$ cat src/rtl/hilo_muldiv_ctrl_if.sv
// Handshake bundle between EX/ID and the HI/LO multiply/divide sequencer.
// The master side is the pipeline; the slave side is the sequencer.
interface hilo_muldiv_ctrl_if #(
   parameter int WIDTH = 32
);
   logic             Start;
   logic [1:0]       Op;
   logic [WIDTH-1:0] OpA;
   logic [WIDTH-1:0] OpB;
   logic             WriteHi;
   logic             WriteLo;
   logic [WIDTH-1:0] WData;
   logic             ReadHiLo;
   logic             Flush;
   logic             Busy;
   logic             Stall;
   logic             Done;
   logic             DivZero;
   logic [WIDTH-1:0] HI;
   logic [WIDTH-1:0] LO;

   modport master (
      output Start, Op, OpA, OpB, WriteHi, WriteLo, WData, ReadHiLo, Flush,
      input  Busy, Stall, Done, DivZero, HI, LO
   );

   modport slave (
      input  Start, Op, OpA, OpB, WriteHi, WriteLo, WData, ReadHiLo, Flush,
      output Busy, Stall, Done, DivZero, HI, LO
   );
endinterface

$ cat src/rtl/hilo_muldiv_ctrl.sv
// Iterative MULT/MULTU/DIV/DIVU sequencer owning the architectural HI/LO pair.
// One shift-add or restoring shift-subtract step per cycle, sign fix-up and commit in FIN.
module hilo_muldiv_ctrl #(
   parameter int WIDTH = 32
) (
   input logic              Clk,
   input logic              Reset,
   hilo_muldiv_ctrl_if.slave bus
);
   localparam int CW = (WIDTH > 2) ? $clog2(WIDTH) : 1;
   localparam logic [CW-1:0] LAST = CW'(WIDTH - 1);

   typedef enum logic [1:0] {IDLE, RUN, FIN} state_t;

   state_t               state_q, state_d;
   logic [CW-1:0]        cnt_q, cnt_d;
   logic [2*WIDTH-1:0]   acc_q, acc_d;
   logic [WIDTH-1:0]     opd_q, opd_d;
   logic                 is_div_q, is_div_d;
   logic                 neg_lo_q, neg_lo_d;
   logic                 neg_hi_q, neg_hi_d;
   logic                 dz_q, dz_d;
   logic [WIDTH-1:0]     hi_q, hi_d;
   logic [WIDTH-1:0]     lo_q, lo_d;
   logic                 done_q, done_d;
   logic                 divzero_q, divzero_d;

   logic                 signed_op;
   logic                 sign_a;
   logic                 sign_b;
   logic [WIDTH-1:0]     mag_a;
   logic [WIDTH-1:0]     mag_b;
   logic [2*WIDTH-1:0]   prod;

   function automatic logic [WIDTH-1:0] cond_neg(input logic [WIDTH-1:0] x, input logic neg);
      return neg ? -x : x;
   endfunction

   function automatic logic [2*WIDTH-1:0] cond_neg2(input logic [2*WIDTH-1:0] x, input logic neg);
      return neg ? -x : x;
   endfunction

   // acc = {partial product, remaining multiplier bits}; add on LSB, then shift right.
   function automatic logic [2*WIDTH-1:0] mul_step(input logic [2*WIDTH-1:0] acc,
                                                   input logic [WIDTH-1:0]   mcand);
      logic [WIDTH:0] sum;
      sum = {1'b0, acc[2*WIDTH-1:WIDTH]} + {1'b0, (acc[0] ? mcand : {WIDTH{1'b0}})};
      return {sum, acc[WIDTH-1:1]};
   endfunction

   // acc = {partial remainder, dividend bits / quotient bits}; shift left, trial subtract.
   function automatic logic [2*WIDTH-1:0] div_step(input logic [2*WIDTH-1:0] acc,
                                                   input logic [WIDTH-1:0]   dvsr);
      logic [WIDTH:0]   shifted;
      logic [WIDTH-1:0] rem_new;
      logic             qbit;
      shifted = {acc[2*WIDTH-1:WIDTH], acc[WIDTH-1]};
      qbit    = (shifted >= {1'b0, dvsr});
      rem_new = qbit ? WIDTH'(shifted - {1'b0, dvsr}) : shifted[WIDTH-1:0];
      return {rem_new, acc[WIDTH-2:0], qbit};
   endfunction

   always_comb begin
      state_d   = state_q;
      cnt_d     = cnt_q;
      acc_d     = acc_q;
      opd_d     = opd_q;
      is_div_d  = is_div_q;
      neg_lo_d  = neg_lo_q;
      neg_hi_d  = neg_hi_q;
      dz_d      = dz_q;
      hi_d      = hi_q;
      lo_d      = lo_q;
      done_d    = 1'b0;
      divzero_d = 1'b0;
      signed_op = ~bus.Op[0];
      sign_a    = signed_op & bus.OpA[WIDTH-1];
      sign_b    = signed_op & bus.OpB[WIDTH-1];
      mag_a     = cond_neg(bus.OpA, sign_a);
      mag_b     = cond_neg(bus.OpB, sign_b);
      prod      = cond_neg2(acc_q, neg_lo_q);

      unique case (state_q)
         IDLE: begin
            if (!bus.Flush) begin
               if (bus.Start) begin
                  is_div_d = bus.Op[1];
                  neg_lo_d = sign_a ^ sign_b;
                  neg_hi_d = sign_a;
                  dz_d     = bus.Op[1] && (bus.OpB == '0);
                  // A zero divisor keeps the raw dividend so the remainder ends up as OpA.
                  if (bus.Op[1]) begin
                     acc_d = {{WIDTH{1'b0}}, (dz_d ? bus.OpA : mag_a)};
                     opd_d = mag_b;
                  end else begin
                     acc_d = {{WIDTH{1'b0}}, mag_b};
                     opd_d = mag_a;
                  end
                  cnt_d   = '0;
                  state_d = RUN;
               end else begin
                  if (bus.WriteHi) hi_d = bus.WData;
                  if (bus.WriteLo) lo_d = bus.WData;
               end
            end
         end
         RUN: begin
            if (bus.Flush) begin
               state_d = IDLE;
            end else begin
               acc_d = is_div_q ? div_step(acc_q, opd_q) : mul_step(acc_q, opd_q);
               cnt_d = cnt_q + CW'(1);
               if (cnt_q == LAST) state_d = FIN;
            end
         end
         FIN: begin
            state_d = IDLE;
            if (!bus.Flush) begin
               if (!is_div_q) begin
                  hi_d = prod[2*WIDTH-1:WIDTH];
                  lo_d = prod[WIDTH-1:0];
               end else if (dz_q) begin
                  hi_d = acc_q[2*WIDTH-1:WIDTH];
                  lo_d = acc_q[WIDTH-1:0];
               end else begin
                  hi_d = cond_neg(acc_q[2*WIDTH-1:WIDTH], neg_hi_q);
                  lo_d = cond_neg(acc_q[WIDTH-1:0], neg_lo_q);
               end
               done_d    = 1'b1;
               divzero_d = dz_q;
            end
         end
         default: state_d = IDLE;
      endcase
   end

   always_ff @(posedge Clk) begin
      if (Reset) begin
         state_q   <= IDLE;
         cnt_q     <= '0;
         acc_q     <= '0;
         opd_q     <= '0;
         is_div_q  <= 1'b0;
         neg_lo_q  <= 1'b0;
         neg_hi_q  <= 1'b0;
         dz_q      <= 1'b0;
         hi_q      <= '0;
         lo_q      <= '0;
         done_q    <= 1'b0;
         divzero_q <= 1'b0;
      end else begin
         state_q   <= state_d;
         cnt_q     <= cnt_d;
         acc_q     <= acc_d;
         opd_q     <= opd_d;
         is_div_q  <= is_div_d;
         neg_lo_q  <= neg_lo_d;
         neg_hi_q  <= neg_hi_d;
         dz_q      <= dz_d;
         hi_q      <= hi_d;
         lo_q      <= lo_d;
         done_q    <= done_d;
         divzero_q <= divzero_d;
      end
   end

   assign bus.Busy    = (state_q != IDLE);
   assign bus.Stall   = bus.Busy & (bus.ReadHiLo | bus.Start | bus.WriteHi | bus.WriteLo);
   assign bus.Done    = done_q;
   assign bus.DivZero = divzero_q;
   assign bus.HI      = hi_q;
   assign bus.LO      = lo_q;
endmodule

$ cat src/flat_wrapper.sv
// flat-port wrapper written by rule: the top's interface ports become plain ports
module hilo_muldiv_ctrl_flat 
#(
   parameter int WIDTH = 32
)
  (Clk, Reset, bus_Start, bus_Op, bus_OpA, bus_OpB, bus_WriteHi, bus_WriteLo, bus_WData, bus_ReadHiLo, bus_Flush, bus_Busy, bus_Stall, bus_Done, bus_DivZero, bus_HI, bus_LO);
  hilo_muldiv_ctrl_if #(.WIDTH(WIDTH)) bus_i ();
  input logic Clk;
  input logic Reset;
  input wire logic [$bits(bus_i.Start)-1:0] bus_Start;
  input wire logic [$bits(bus_i.Op)-1:0] bus_Op;
  input wire logic [$bits(bus_i.OpA)-1:0] bus_OpA;
  input wire logic [$bits(bus_i.OpB)-1:0] bus_OpB;
  input wire logic [$bits(bus_i.WriteHi)-1:0] bus_WriteHi;
  input wire logic [$bits(bus_i.WriteLo)-1:0] bus_WriteLo;
  input wire logic [$bits(bus_i.WData)-1:0] bus_WData;
  input wire logic [$bits(bus_i.ReadHiLo)-1:0] bus_ReadHiLo;
  input wire logic [$bits(bus_i.Flush)-1:0] bus_Flush;
  output wire logic [$bits(bus_i.Busy)-1:0] bus_Busy;
  output wire logic [$bits(bus_i.Stall)-1:0] bus_Stall;
  output wire logic [$bits(bus_i.Done)-1:0] bus_Done;
  output wire logic [$bits(bus_i.DivZero)-1:0] bus_DivZero;
  output wire logic [$bits(bus_i.HI)-1:0] bus_HI;
  output wire logic [$bits(bus_i.LO)-1:0] bus_LO;
  assign bus_i.Start = bus_Start;
  assign bus_i.Op = bus_Op;
  assign bus_i.OpA = bus_OpA;
  assign bus_i.OpB = bus_OpB;
  assign bus_i.WriteHi = bus_WriteHi;
  assign bus_i.WriteLo = bus_WriteLo;
  assign bus_i.WData = bus_WData;
  assign bus_i.ReadHiLo = bus_ReadHiLo;
  assign bus_i.Flush = bus_Flush;
  assign bus_Busy = bus_i.Busy;
  assign bus_Stall = bus_i.Stall;
  assign bus_Done = bus_i.Done;
  assign bus_DivZero = bus_i.DivZero;
  assign bus_HI = bus_i.HI;
  assign bus_LO = bus_i.LO;
  hilo_muldiv_ctrl #(.WIDTH(WIDTH)) u_core (.Clk(Clk), .Reset(Reset), .bus(bus_i));
endmodule
$ cat config.mk
export PLATFORM = sky130hd
export DESIGN_NAME = hilo_muldiv_ctrl_flat
export DESIGN_NICKNAME = d
export VERILOG_FILES = /design/src/rtl/hilo_muldiv_ctrl_if.sv /design/src/rtl/hilo_muldiv_ctrl.sv /design/src/flat_wrapper.sv
export SDC_FILE = /design/constraint.sdc
export NUM_CORES = 1
export LEC_CHECK = 0
export BUFFER_PORTS_ARGS = -buffer_cell sky130_fd_sc_hd__buf_4
export CORE_MARGIN = 2
export CORE_UTILIZATION = 25
export DETAILED_ROUTE_END_ITERATION = 8
export GPL_TIMING_DRIVEN = 0
export PLACE_DENSITY_LB_ADDON = 0.08
export SLEW_MARGIN = 20
export SYNTH_ARGS = -nofsm -noshare
export SYNTH_HDL_FRONTEND = slang
export SYNTH_SLANG_ARGS = --single-unit
$ cat constraint.sdc
create_clock -name Clk -period 5.2 [get_ports Clk]
set_input_delay 1.04 -clock Clk [delete_from_list [all_inputs] [get_ports Clk]]
set_output_delay 1.04 -clock Clk [all_outputs]
set_load 0.01 [all_outputs]
==> run_results.csv <==
group,metric,value,unit
outcome,outcome,"finished clean",
critical_path,crit_path_max_fanout,10,
sta,finalCriticalPeriod,4.565,ns
yosys,synthMuxAreaShare,0.02795,
floorplan,die_h,248.6,um
finish,nets,2438,
sta,tightestPinTransition,1.112,ns
clocking,cts_tree,"built",
clocking,cts-buffers-inserted,17,
clocking,post-cts-setup-buffers,0,
yosys,yosysWarnings,0,
critical_path,worstPathArrival,4.95,ns
floorplan,core-area,59020,um2
global_route,globalRoute.totalOverflow,0,
clocking,htree_levels,4,
global_route,grt_max_degree,18,
placed_design,place.gp.congestion,0.9170,
sta,whs,0.4533,ns
route,vias_per_cell,5.403,
clocking,cts.sinks,173,
power,power.internal,2.535,mW
power,power_frac_clock,0.355,
sta,finClkSkew,0.01924,ns
placed_design,dp_slack,0.7528,ns
placed_design,port_buffers,169,
run,maxCapViolCount,0,
min_path,hp-class,"flip-flop to flip-flop",
yosys,synth-xor-area-share,0.1142,
sta,rsz0062_at_grt,"false",
finish,drive_gt1_frac,0.1064,
yosys,synthFlopType,"dfxtp_1",
power,seqPwrFrac,0.357,
global_route,track_usage,0.2379,
power,p_sw,1.512,mW
power,p_leak,7.090,nW
floorplan,die_x,248.6,um
finish,multi_input_area,10740,um2
yosys,synth_cell_types,85,
yosys,synth_compound_area_frac,0.2902,
yosys,syn_area_per_cell,7.213,um2
clocking,root_buffer,"clkbuf_16",
yosys,syn_inst,2073,
finish,syn_to_final_growth,19.14,%
global_route,grt_pass1_wl,110.5,mm
sta,setup_viol,0,
yosys,yosys.area_share.simple,0.2243,
floorplan,initial_core_util,0.2533,
sta,hold_violations,0,
route,dr.pass1.iters,5,
clocking,cts_resized,0,
floorplan,die_area,61780,um2
sta,timing.setup.tns,0,ns
yosys,synth-edff-count,0,
sta,maxSlewHeadroom,0.2508,
sta,setup_slack,0.6353,ns
global_route,grt_pass1_vias,16120,
critical_path,worst-endpoint-required,5.59,ns
floorplan,io_pins,173,
critical_path,cp-end-kind,"flip-flop",
finish,final.fill_count,6625,
yosys,synth_top_family_by_area,"compound AO/OA/AOI/OAI gates",
power,ir_drop,0.0001831,V
route,wl_per_cell,24.64,um
yosys,ys_seq_area_frac,0.2316,
power,swShare,0.3736,
clocking,cts_hold_buf,0,
finish,antenna_cells,0,
placed_design,dpl.cell_count,3015,
floorplan,rows,89,
yosys,ys_ff_latch,173,
route,vias,16460,
yosys,syn-num-nets,2250,
yosys,synth_adder_area_share,0.06126,
placed_design,hpwl,61.67,mm
yosys,synth_area,14950,um2
finish,finalNonFillerCells,3047,
sta,final_max_slew_viol_count,0,
critical_path,startpoint_type,"flip-flop",
route,postRouteAntennaNets,0,
global_route,antenna_found_initial,1,
route,dr.first_iter.drc_count,1397,
yosys,async_reset_ff_frac,0,
critical_path,worstSetupPathType,"flip-flop to flip-flop",
finish,seq_area,3463,um2
power,cellPowerDensity,227.2,nW/um2
power,p_comb_frac,0.288,
clocking,clk_latency,0.50,ns
sta,fmax,219.1,MHz
sta,fin_crit_sh,0.8778,
route,routed_wirelength,75.07,mm
clocking,cts.path.max_buffers,2,
route,remaining_drc_errors,0,
clocking,clk_pin_slew,0.08,ns
[cell usage after synthesis, types with 24 or more instances]
cell	count	area, um2
o21ai_0	135	675.7
nor2_1	280	1051
ha_1	70	875.8
a211oi_1	51	382.9
inv_1	70	262.8
nor3_1	41	205.2
nand2_1	209	784.5
a21oi_1	208	1041
xor2_1	81	709.4
xnor2_1	114	998.5
a221oi_1	24	210.2
nand3_1	36	180.2
a21o_1	37	277.8
mux2i_1	35	350.3
dfxtp_1	173	3463
clkbuf_1	116	435.4
[critical path, cell delays in order, from the launching register on]
cell and delay [ns]:
dfxtp_1 0.41, inv_1 0.11, ha_1 0.31, nor2b_1 0.14, o31a_1 0.27, o21ai_0 0.87, a2111oi_2 0.24, a2111oi_4 0.83
clkbuf_1 0.61, o21ai_0 0.28, a221o_1 0.36
[sequential cells by signal (all words and copies together) (netlist names), 2 cells and up]
register / cells
u_core.acc_q: 64
u_core.bus.HI: 32
u_core.bus.LO: 32
u_core.cnt_q: 5
u_core.opd_q: 32
u_core.state_q: 2
[stage by stage]
step                      area [um2]  total power, mW  utilization
after global placement         17190            2.630       0.2912
after global routing           17810            4.223       0.3018
after CTS                      17810            4.070       0.3018
final                          17810            4.047       0.3018
after floorplan                14950            2.137            -
after detailed placement       17190            2.630       0.2913
[power groups by stage]
stage | Sequential, mW | Combinational, mW | Clock [mW]
2_1_floorplan | 1.46 | 0.680 | 0
3_3_place_gp | 1.47 | 1.16 | 0
3_5_place_dp | 1.47 | 1.16 | 0
4_1_cts | 1.44 | 1.16 | 1.47
5_1_grt | 1.45 | 1.26 | 1.51
6_report | 1.44 | 1.17 | 1.44
[cells in the final DEF, fill, tap and decap left out, types with 8 or more instances in the layout]
cell	count
clkbuf_1	116
o41ai_1	17
nor2_1	279
xnor2_1	114
clkbuf_16	17
buf_1	9
nand2_1	209
nor3_1	41
o21bai_1	9
a31oi_1	22
inv_1	70
and2_1	11
o21ai_0	135
nor4_1	15
a21oi_1	208
nand3_1	36
dfxtp_1	173
a22oi_1	15
xor2_1	81
buf_4	169
a21o_1	37
nor2b_1	16
a221o_1	14
ha_1	70
mux2i_1	35
a211oi_1	51
o211ai_1	22
a32oi_1	10
a311oi_1	8
or4_1	13
nand2b_1	16
o31ai_1	20
or3_1	23
and3_1	12
nand4_1	18
a221oi_1	24
[final cells by class]
type / count / share of cell area
multi-input cells: 1700 / 0.6027
flip-flops and latches: 173 / 0.1944
repair buffers: 169 / 0.07122
well taps: 773 / 0.05430
plain buffers: 128 / 0.02718
clock buffers: 19 / 0.02543
inverters: 72 / 0.01517
clock inverters: 13 / 0.009553
[final timing paths]
| kind | startpoint | endpoint | slack [ns] | depth (start not counted) |
|---|---|---|---|---|
| max | u_core.opd_q[1] | u_core.acc_q[36] | 0.64 | 10 |
| max reg2reg | u_core.opd_q[1] | u_core.acc_q[36] | 0.64 | 10 |
| min reg2reg | u_core.opd_q[25] | u_core.opd_q[25] | 0.45 | 2 |
| min | u_core.opd_q[25] | u_core.opd_q[25] | 0.45 | 2 |
[layer usage]
metal  GRT usage  part of all wire  wire length, um  up-vias
met4     0.07853             0.028             2138        0
li1            -                 -                -     7904
met3     0.03057             0.045             3397       79
met1      0.3198              0.46            34790     7938
met5           0                 0                0        -
met2      0.3918              0.46            34740      542
[cell families after synthesis]
kind of cell / after synthesis
and+or+nand+nor: 727
adders and majority gates: 72
DFF: 173
xor gates and xnor gates: 195
buffers and inverters: 200
muxes: 41
AOI/OAI and AO/OA: 665
No activity file was read; power rests on OpenSTA's default activity.
